==> src/rtl/reg_display_pkg.sv <==
// Shared types and constants for the register-file viewer.
// Segment patterns are active-high with bit 0 = segment a through bit 6 = segment g.
package reg_display_pkg;

    typedef enum logic {
        MANUAL = 1'b0,
        AUTO   = 1'b1
    } mode_e;

    localparam int NUM_DIGITS = 8;

    localparam logic [6:0] HEX_SEG [16] = '{
        7'h3F, 7'h06, 7'h5B, 7'h4F,
        7'h66, 7'h6D, 7'h7D, 7'h07,
        7'h7F, 7'h6F, 7'h77, 7'h7C,
        7'h39, 7'h5E, 7'h79, 7'h71
    };

endpackage

==> src/rtl/reg_display_seg7_decode.sv <==
// Combinational hex nibble to active-high 7-segment pattern.
module seg7_decode
    import reg_display_pkg::*;
(
    input  logic [3:0] nibble,
    output logic [6:0] seg_pat
);

    always_comb begin
        seg_pat = HEX_SEG[nibble];
    end

endmodule

==> src/rtl/reg_display.sv <==
// Register-file viewer: selects a processor register (manual or auto-scan), latches
// its value once per display frame and multiplexes it onto eight 7-segment digits.
//
// state  | meaning
// MANUAL | reg_out_id follows sel_id with one cycle of latency, hold timer idle
// AUTO   | reg_out_id advances every SCAN_HOLD cycles, wrapping 31 -> 0
module reg_display
    import reg_display_pkg::*;
#(
    parameter int REFRESH_DIV    = 50000,
    parameter int SCAN_HOLD      = 50000000,
    parameter int SEG_ACTIVE_LOW = 1
) (
    input  logic        clock,
    input  logic        reset,
    input  logic [4:0]  sel_id,
    input  logic        auto_en,
    input  logic [31:0] reg_out_data,
    output logic [4:0]  reg_out_id,
    output logic [6:0]  seg,
    output logic        dp,
    output logic [7:0]  an
);

    localparam int REF_W  = (REFRESH_DIV > 1) ? $clog2(REFRESH_DIV) : 1;
    localparam int HOLD_W = (SCAN_HOLD > 1) ? $clog2(SCAN_HOLD) : 1;
    localparam int DIG_W  = $clog2(NUM_DIGITS);

    localparam logic [REF_W-1:0]  REF_LAST  = REF_W'(REFRESH_DIV - 1);
    localparam logic [HOLD_W-1:0] HOLD_LAST = HOLD_W'(SCAN_HOLD - 1);
    localparam logic [DIG_W-1:0]  DIG_LAST  = DIG_W'(NUM_DIGITS - 1);
    localparam logic              POL       = (SEG_ACTIVE_LOW != 0);

    mode_e              state;
    mode_e              next_state;
    logic [HOLD_W-1:0]  hold_cnt;
    logic [REF_W-1:0]   ref_cnt;
    logic [DIG_W-1:0]   dig;
    logic [31:0]        shadow;
    logic               ref_last;
    logic               frame_end;
    logic [3:0]         nibble;
    logic [6:0]         seg_pat;
    logic [7:0]         an_onehot;
    logic               dp_on;

    always_ff @(posedge clock or posedge reset) begin
        if (reset) begin
            state <= MANUAL;
        end else begin
            state <= next_state;
        end
    end

    always_comb begin
        next_state = state;
        if (auto_en) begin
            next_state = AUTO;
        end else begin
            next_state = MANUAL;
        end
    end

    // The edge that enters AUTO only clears the hold timer; scanning resumes from
    // whatever register was already selected.
    always_ff @(posedge clock or posedge reset) begin
        if (reset) begin
            reg_out_id <= '0;
            hold_cnt   <= '0;
        end else if (next_state == MANUAL) begin
            reg_out_id <= sel_id;
            hold_cnt   <= '0;
        end else if (state == MANUAL) begin
            hold_cnt   <= '0;
        end else if (hold_cnt == HOLD_LAST) begin
            reg_out_id <= reg_out_id + 5'd1;
            hold_cnt   <= '0;
        end else begin
            hold_cnt   <= hold_cnt + 1'b1;
        end
    end

    assign ref_last  = (ref_cnt == REF_LAST);
    assign frame_end = ref_last && (dig == DIG_LAST);

    always_ff @(posedge clock or posedge reset) begin
        if (reset) begin
            ref_cnt <= '0;
            dig     <= '0;
            shadow  <= '0;
        end else begin
            if (ref_last) begin
                ref_cnt <= '0;
                dig     <= dig + 1'b1;
            end else begin
                ref_cnt <= ref_cnt + 1'b1;
            end
            if (frame_end) begin
                shadow <= reg_out_data;
            end
        end
    end

    assign nibble = shadow[{dig, 2'b00} +: 4];

    seg7_decode u_seg7_decode (
        .nibble  (nibble),
        .seg_pat (seg_pat)
    );

    always_comb begin
        an_onehot = 8'b1 << dig;
        dp_on     = (dig == DIG_LAST) && (state == AUTO);
    end

    // Polarity is applied at the output register so the pins are glitch-free.
    always_ff @(posedge clock or posedge reset) begin
        if (reset) begin
            seg <= HEX_SEG[0] ^ {7{POL}};
            an  <= 8'b0000_0001 ^ {8{POL}};
            dp  <= POL;
        end else begin
            seg <= seg_pat ^ {7{POL}};
            an  <= an_onehot ^ {8{POL}};
            dp  <= dp_on ^ POL;
        end
    end

endmodule

==> config.mk <==
export PLATFORM = sky130hd
export DESIGN_NAME = reg_display
export DESIGN_NICKNAME = d
export VERILOG_FILES = /design/src/rtl/reg_display_pkg.sv /design/src/rtl/reg_display_seg7_decode.sv /design/src/rtl/reg_display.sv
export SDC_FILE = /design/constraint.sdc
export NUM_CORES = 1
export LEC_CHECK = 0
export ABC_AREA = 1
export BUFFER_PORTS_ARGS = -buffer_cell sky130_fd_sc_hd__buf_2
export CAP_MARGIN = 20
export CORE_MARGIN = 10
export CORE_UTILIZATION = 61
export CTS_CLUSTER_DIAMETER = 60
export DETAILED_ROUTE_END_ITERATION = 16
export PLACE_DENSITY_LB_ADDON = 0.1
export SLEW_MARGIN = 20
export SYNTH_ARGS = -nofsm -noshare
export SYNTH_HDL_FRONTEND = slang
export SYNTH_SLANG_ARGS = --single-unit
==> constraint.sdc <==
create_clock -name clock -period 4.6 [get_ports clock]
set_clock_uncertainty 0.05 [all_clocks]
set_input_delay 0.46 -clock clock [delete_from_list [all_inputs] [get_ports clock]]
set_output_delay 0.46 -clock clock [all_outputs]
set_load 0.02 [all_outputs]
# --- Word level (Yosys, flattened, before mapping) ---
# Memory sizes are Yosys's and may differ from the RTL's.
# Index checks and enable logic that the tools add are counted.
op_classes:
  n_reduce_logical: 3
  order_cmp: 1
  n_mux: 10
  shift: 2
  n_addsub: 4
  n_eq_ne: 5
  bitwise: 4
ops:
  columns: ["cell", "count"]
  rows:
  - ["2-to-1 mux 26 bit", 3]
  - ["indexed part select 32 x 6 -> 4 bit", 1]
  - ["adder 26 x 1 -> 26 bit (second input constant)", 1]
  - ["== test 26 bit (second input constant)", 1]
  - ["adder 16 x 1 -> 16 bit (second input constant)", 1]
  - ["== test 16 bit (second input constant)", 1]
  - ["2-to-1 mux 16 bit", 1]
  - ["2-to-1 mux 5 bit", 3]
  - ["2-to-1 mux 7 bit", 2]
  - ["inverter 8 bit", 1]
  - ["<< shifter 1 x 3 -> 8 bit (first input constant)", 1]
  - ["inverter 7 bit", 1]
  - ["adder 5 x 1 -> 5 bit (second input constant)", 1]
  - [">= comparator 5 bit (second input constant)", 1]
  - ["inverter 4 -> 5 bit", 1]
  - ["adder 3 x 1 -> 3 bit (second input constant)", 1]
  - ["== test 3 bit (second input constant)", 1]
  - ["logical AND 1 bit", 2]
  - ["!= test 2 x 1 -> 1 bit (second input constant)", 1]
  - ["!= test 2 bit (second input constant)", 1]
  - ["AND reduction 2 bit", 1]
  - ["2-to-1 mux 1 bit", 1]
  - ["inverter 1 bit", 1]
totals:
  romBits: 112
  in_bits: 40
  reg_bits: 99
  out_inout_bits: 21
  n_memories: 1
  wordCells: 39
memory_table:
  columns: ["name", "words", "word_bits", "read_ports", "rd_ports_with_merged_regs", "write_ports", "line", "text"]
  rows:
  - ["(no name shown)", 16, 7, 1, 0, 0, "reg_display_seg7_decode.sv:10", "seg_pat = HEX_SEG[nibble];"]

# --- Longest topological paths before layout ---
depth:
  word_depth: 6
  mapped_depth: 14
  mapped_depth_nobuf: 12

# --- Cells and area by module ---
# Synthesis repeated with hierarchy kept, for this count alone.
hier_totals:
  cells_unflattened: 680
  area_unflattened_um2: 5367.6
by_module_without_submodules:
  columns: ["mod", "cells_per_inst", "n_inst", "seq_area_each_um2", "area_each_um2"]
  rows:
  - ["reg_display", 628, 1, 2488.6, 5097.4]
  - ["seg7_decode", 52, 1, 0.0, 270.3]

# --- Worst setup path after synthesis ---
# Ideal clock, no wire load.
synth_timing:
  path_type: "flip-flop to flip-flop"
  from: "reg dig[0]"
  to: "reg seg[3]"
  slack_ns: 2.724
  arrival_time_ns: 1.709
  path_stages_with_launch: 14
  required_time_ns: 4.433
  path_cell_list: "dfrtp_1 buf_2 inv_2 buf_2 nand2_1 nand3_1 nand3_1 nand2_1 inv_1 ha_1 nand3_1 nand2_1 nand2_1 nand2_1"
synth_between:
  elab_chain_len: 6
synth_rtl:
  columns: ["element", "line", "text"]
  rows:
  - ["start, declared", "reg_display.sv:38", "logic [DIG_W-1:0] dig;"]
  - ["start signal, assigned", "reg_display.sv:94", "dig <= dig + 1'b1;"]
  - ["indexed part select 32 x 6 -> 4 bit", "reg_display.sv:104", "assign nibble = shadow[{dig, 2'b00} +: 4];"]
  - ["inverter 4 -> 5 bit (implied by the code)", "reg_display_seg7_decode.sv:10", null]
  - ["memory read (16 x 7 bit)", null, null]
  - ["2-to-1 mux 7 bit (implied by the code) (2 in series)", "reg_display_seg7_decode.sv:10", null]
  - ["inverter 7 bit (no line)", null, null]
  - ["end signal, assigned", "reg_display.sv:119", "seg <= HEX_SEG[0] ^ {7{POL}};"]
  - ["end signal, assigned", "reg_display.sv:123", "seg <= seg_pat ^ {7{POL}};"]
  - ["end, declared", "reg_display.sv:20", "output logic [6:0] seg,"]
# Every way passes these cells. The select of a mux whose other input is x is not followed.
# A chain may end at the register's enable or synchronous reset.

# --- Worst setup path after layout ---
layout_timing:
  from: "reg ref_cnt[0]"
  to: "reg shadow[11]"
layout_between:
  elab_chain_len: 2
layout_rtl:
  columns: ["element", "line", "text"]
  rows:
  - ["start, declared", "reg_display.sv:37", "logic [REF_W-1:0] ref_cnt;"]
  - ["start signal, assigned", "reg_display.sv:96", "ref_cnt <= ref_cnt + 1'b1;"]
  - ["== test 16 bit", "reg_display.sv:83", "assign ref_last = (ref_cnt == REF_LAST);"]
  - ["logical AND 1 bit", "reg_display.sv:84", "assign frame_end = ref_last && (dig == DIG_LAST);"]
  - ["end signal, assigned", "reg_display.sv:99", "shadow <= reg_out_data;"]
  - ["end, declared", "reg_display.sv:39", "logic [31:0] shadow;"]
# Every way passes these cells.

==> results.md <==
* Initial DRT Pass Iterations at 5
* Startpoint types: flop
* # IOs at 61
* CTS tree: built
* Clk_lat worst skew at 370 ps
* Headroom to the max-slew limit at 50.23%
* Register area share after synthesis at 46.86%
* Min cycle time layout at 2734 ps
* Crit Path Category: reg2reg
* DRT antenna net count at 0
* Sum Neg Setup Slack at 0 ps
* Rows at 33
* Syn Nets at 750
* Slowest cell on the critical path: nand2_1
* CP cell instances: ha_1, nand2_1, inv_1, nand2_1, nor2_1, nand2_2, clkinv_2, nand2_1, buf_16, nand2_1, nand2_1
* Hold violation total from the final report at 0
* DR vias at 4545
* # DRC at 0
* Routability cong. at 0.9347
* Reg2reg start: ref_cnt[0]
* Max Cap Viol at 0
* DP Wirelength at 8667 um
* Hold Buf Count CTS at 0
* Cell area after synthesis at 5311 sq um
* Post-DP Area at 5635 sq um
* Clock group share of total power at 36.1%
* CP endpoint kind: flop
* Hold slack final at 168.8 ps
* CP delay by family, top: simple AND/OR/NAND/NOR gates
* Postcts setup bufs at 0
* Ys Warns at 0
* H-tree levels at 3
* Worst setup path start: ref_cnt[0]
* Final Util at 70.24%
* WL/cell at 13.57 um
* CP dominant cell by count: nand2_1
* Share of cells above drive strength 1 at 15.87%
* Unrepaired setup endpoints after global routing: no
* Most frequent cells in the layout: nand2_1 (237), dfrtp_1 (90), inv_1 (77), nand3_1 (77), nor2_1 (75)
* Synth top area share at 42.40%
* R2R setup slack at 1870 ps
* Final Instance Area at 5858 sq um
* CP required at 4860 ps
* Clock Tree Root: clkbuf_8
* Most common cell after layout, fill and taps aside: nand2_1
* Min-Delay Path Class: in2async
* Avg Vias per Cell at 5.279
* Overall power at 1509 uW
* Total gr overflow at 0
* CP Depth at 11
* Largest net degree at the start of global routing at 64
* Post-synthesis cell count at 695
* Synth cell types at 31
* Clk pin slew, worst setup/hold paths at 100 ps
* Status: finished clean
* Critical path buffer and inverter count at 3
* CTS resizes at 0
* Tcrit/Tclk final at 59.43%
* Max Transition Viols Final at 0
* TritonCTS Buffers at 9
* Most area-consuming cells after synthesis: dfrtp_1 (42%), nand2_1 (17%), nand3_1 (7.3%)
* First-pass GRT wire length at 20400 um
* P per Cell Area at 257.6 nW/um^2
* Port buffer count at 60
* Die Wd at 113.3 um
* Critical Path AT at 2990 ps
* Cell taking the most area after synthesis: dfrtp_1
* Final-report setup violation count at 0
* Total routed wirelength at 11690 um
* Vias in the first global route at 4422
* Fmax at 365.8 MHz
* Peak supply drop at 0.1837 mV
* Die area at 12840 sq um
* GRT Total Usage at 18.49%
* Switching Power at 381.5 uW
* Sequential share of power at 58.7%
* R2R cell count at 11
* P_leak at 0.002955 uW
* Max stage delay on crit path at 580 ps
* Clock Path Buffers at 2
* Average size of a mapped cell at 7.642 sq um
* # diodes at 0
* Initial antenna violation count at 0
* Switch share at 25.28%
* Nets at 806
* CORE AREA at 8341 sq um
* DR iter-0 viols at 369
* Initial core utilization at 63.68%
* Internal at 1128 uW
* Area overhead of the layout relative to synthesis at 10.29%
* Die Ht at 113.3 um
* Synthesized flop and latch total at 99
* CP Max Fanout at 39
* Slew @ Worst Pin at 746.5 ps
* Num Clock Sinks at 99
* Comb power frac at 5.1%
[power groups by stage]
stage	combinational [uW]	sequential [uW]	clock (uW)
2_1_floorplan	35.4	909	0
3_3_place_gp	77.3	902	0
3_5_place_dp	79.7	903	0
4_1_cts	80.0	886	558
5_1_grt	88.9	888	592
6_report	77.7	887	545
[metrics by stage]
stage	std cells	setup slack, ps
4_1_cts	860	1490
6_report	861	1866
5_1_grt	861	1606
3_3_place_gp	844	1746
2_1_floorplan	695	1514
3_5_place_dp	844	1535
[layer usage]
metal	GRT usage [%]	wire length (um)
met1	26.71	5666
met2	27.73	5165
met3	4.015	715
met4	3.892	140
met5	0	0
[final cells by class]
cell class | instances | area, sq um
Clock inverter | 6 | 56.30
Sequential cell | 99 | 2489
Multi-Input combinational cell | 496 | 2390
Clock buffer | 10 | 137.6
Inverter | 82 | 311.5
Timing Repair Buffer | 63 | 342.8
Tap cell | 105 | 131.4
Fill cell | 679 | 2482
[cells by family (layout without fill, tap and decap cells)]
group,Yosys count,count (layout),synth area share (%)
AND/OR/NAND/NOR,443,443,36.70
AO/OA/AOI/OAI,25,25,2.568
adder cells (fa/ha/maj),15,15,3.534
flip-flops,99,99,46.86
XOR/XNOR,13,13,2.144
buffers and inverters,100,161,8.198
[registers in the layout, indices dropped and copies added, names as in the netlist]
register and count:
dig 3, hold_cnt 26, shadow 32, reg_out_id 5, ref_cnt 16, an 8, state 1, seg 7
dp 1
[final timing paths]
kind                                       to
max in group asynchronous               an[4]
worst min-delay path            reg_out_id[4]
worst max register to register     shadow[11]
min in group clock                      state
worst max-delay path               shadow[11]
worst min register to register             dp
[cells in the mapped netlist]
cell	instances
a31oi_1	1
nor3_2	1
xnor2_1	2
o21bai_1	1
clkinv_2	1
clkbuf_1	4
nand4_1	6
o21ai_0	11
buf_6	1
buf_2	9
nand2_2	3
buf_4	2
ha_1	15
a2bb2oi_1	1
xor2_1	11
inv_2	2
a21oi_1	10
dfstp_2	9
nor2_1	75
nand3_1	77
nor3_1	20
inv_1	78
buf_12	2
dfrtp_1	90
or2_0	1
nand3_2	20
o21ai_2	1
clkinv_1	1
nor2_2	2
nor3b_1	1
nand2_1	237
No activity file was read; power rests on OpenSTA's default activity.
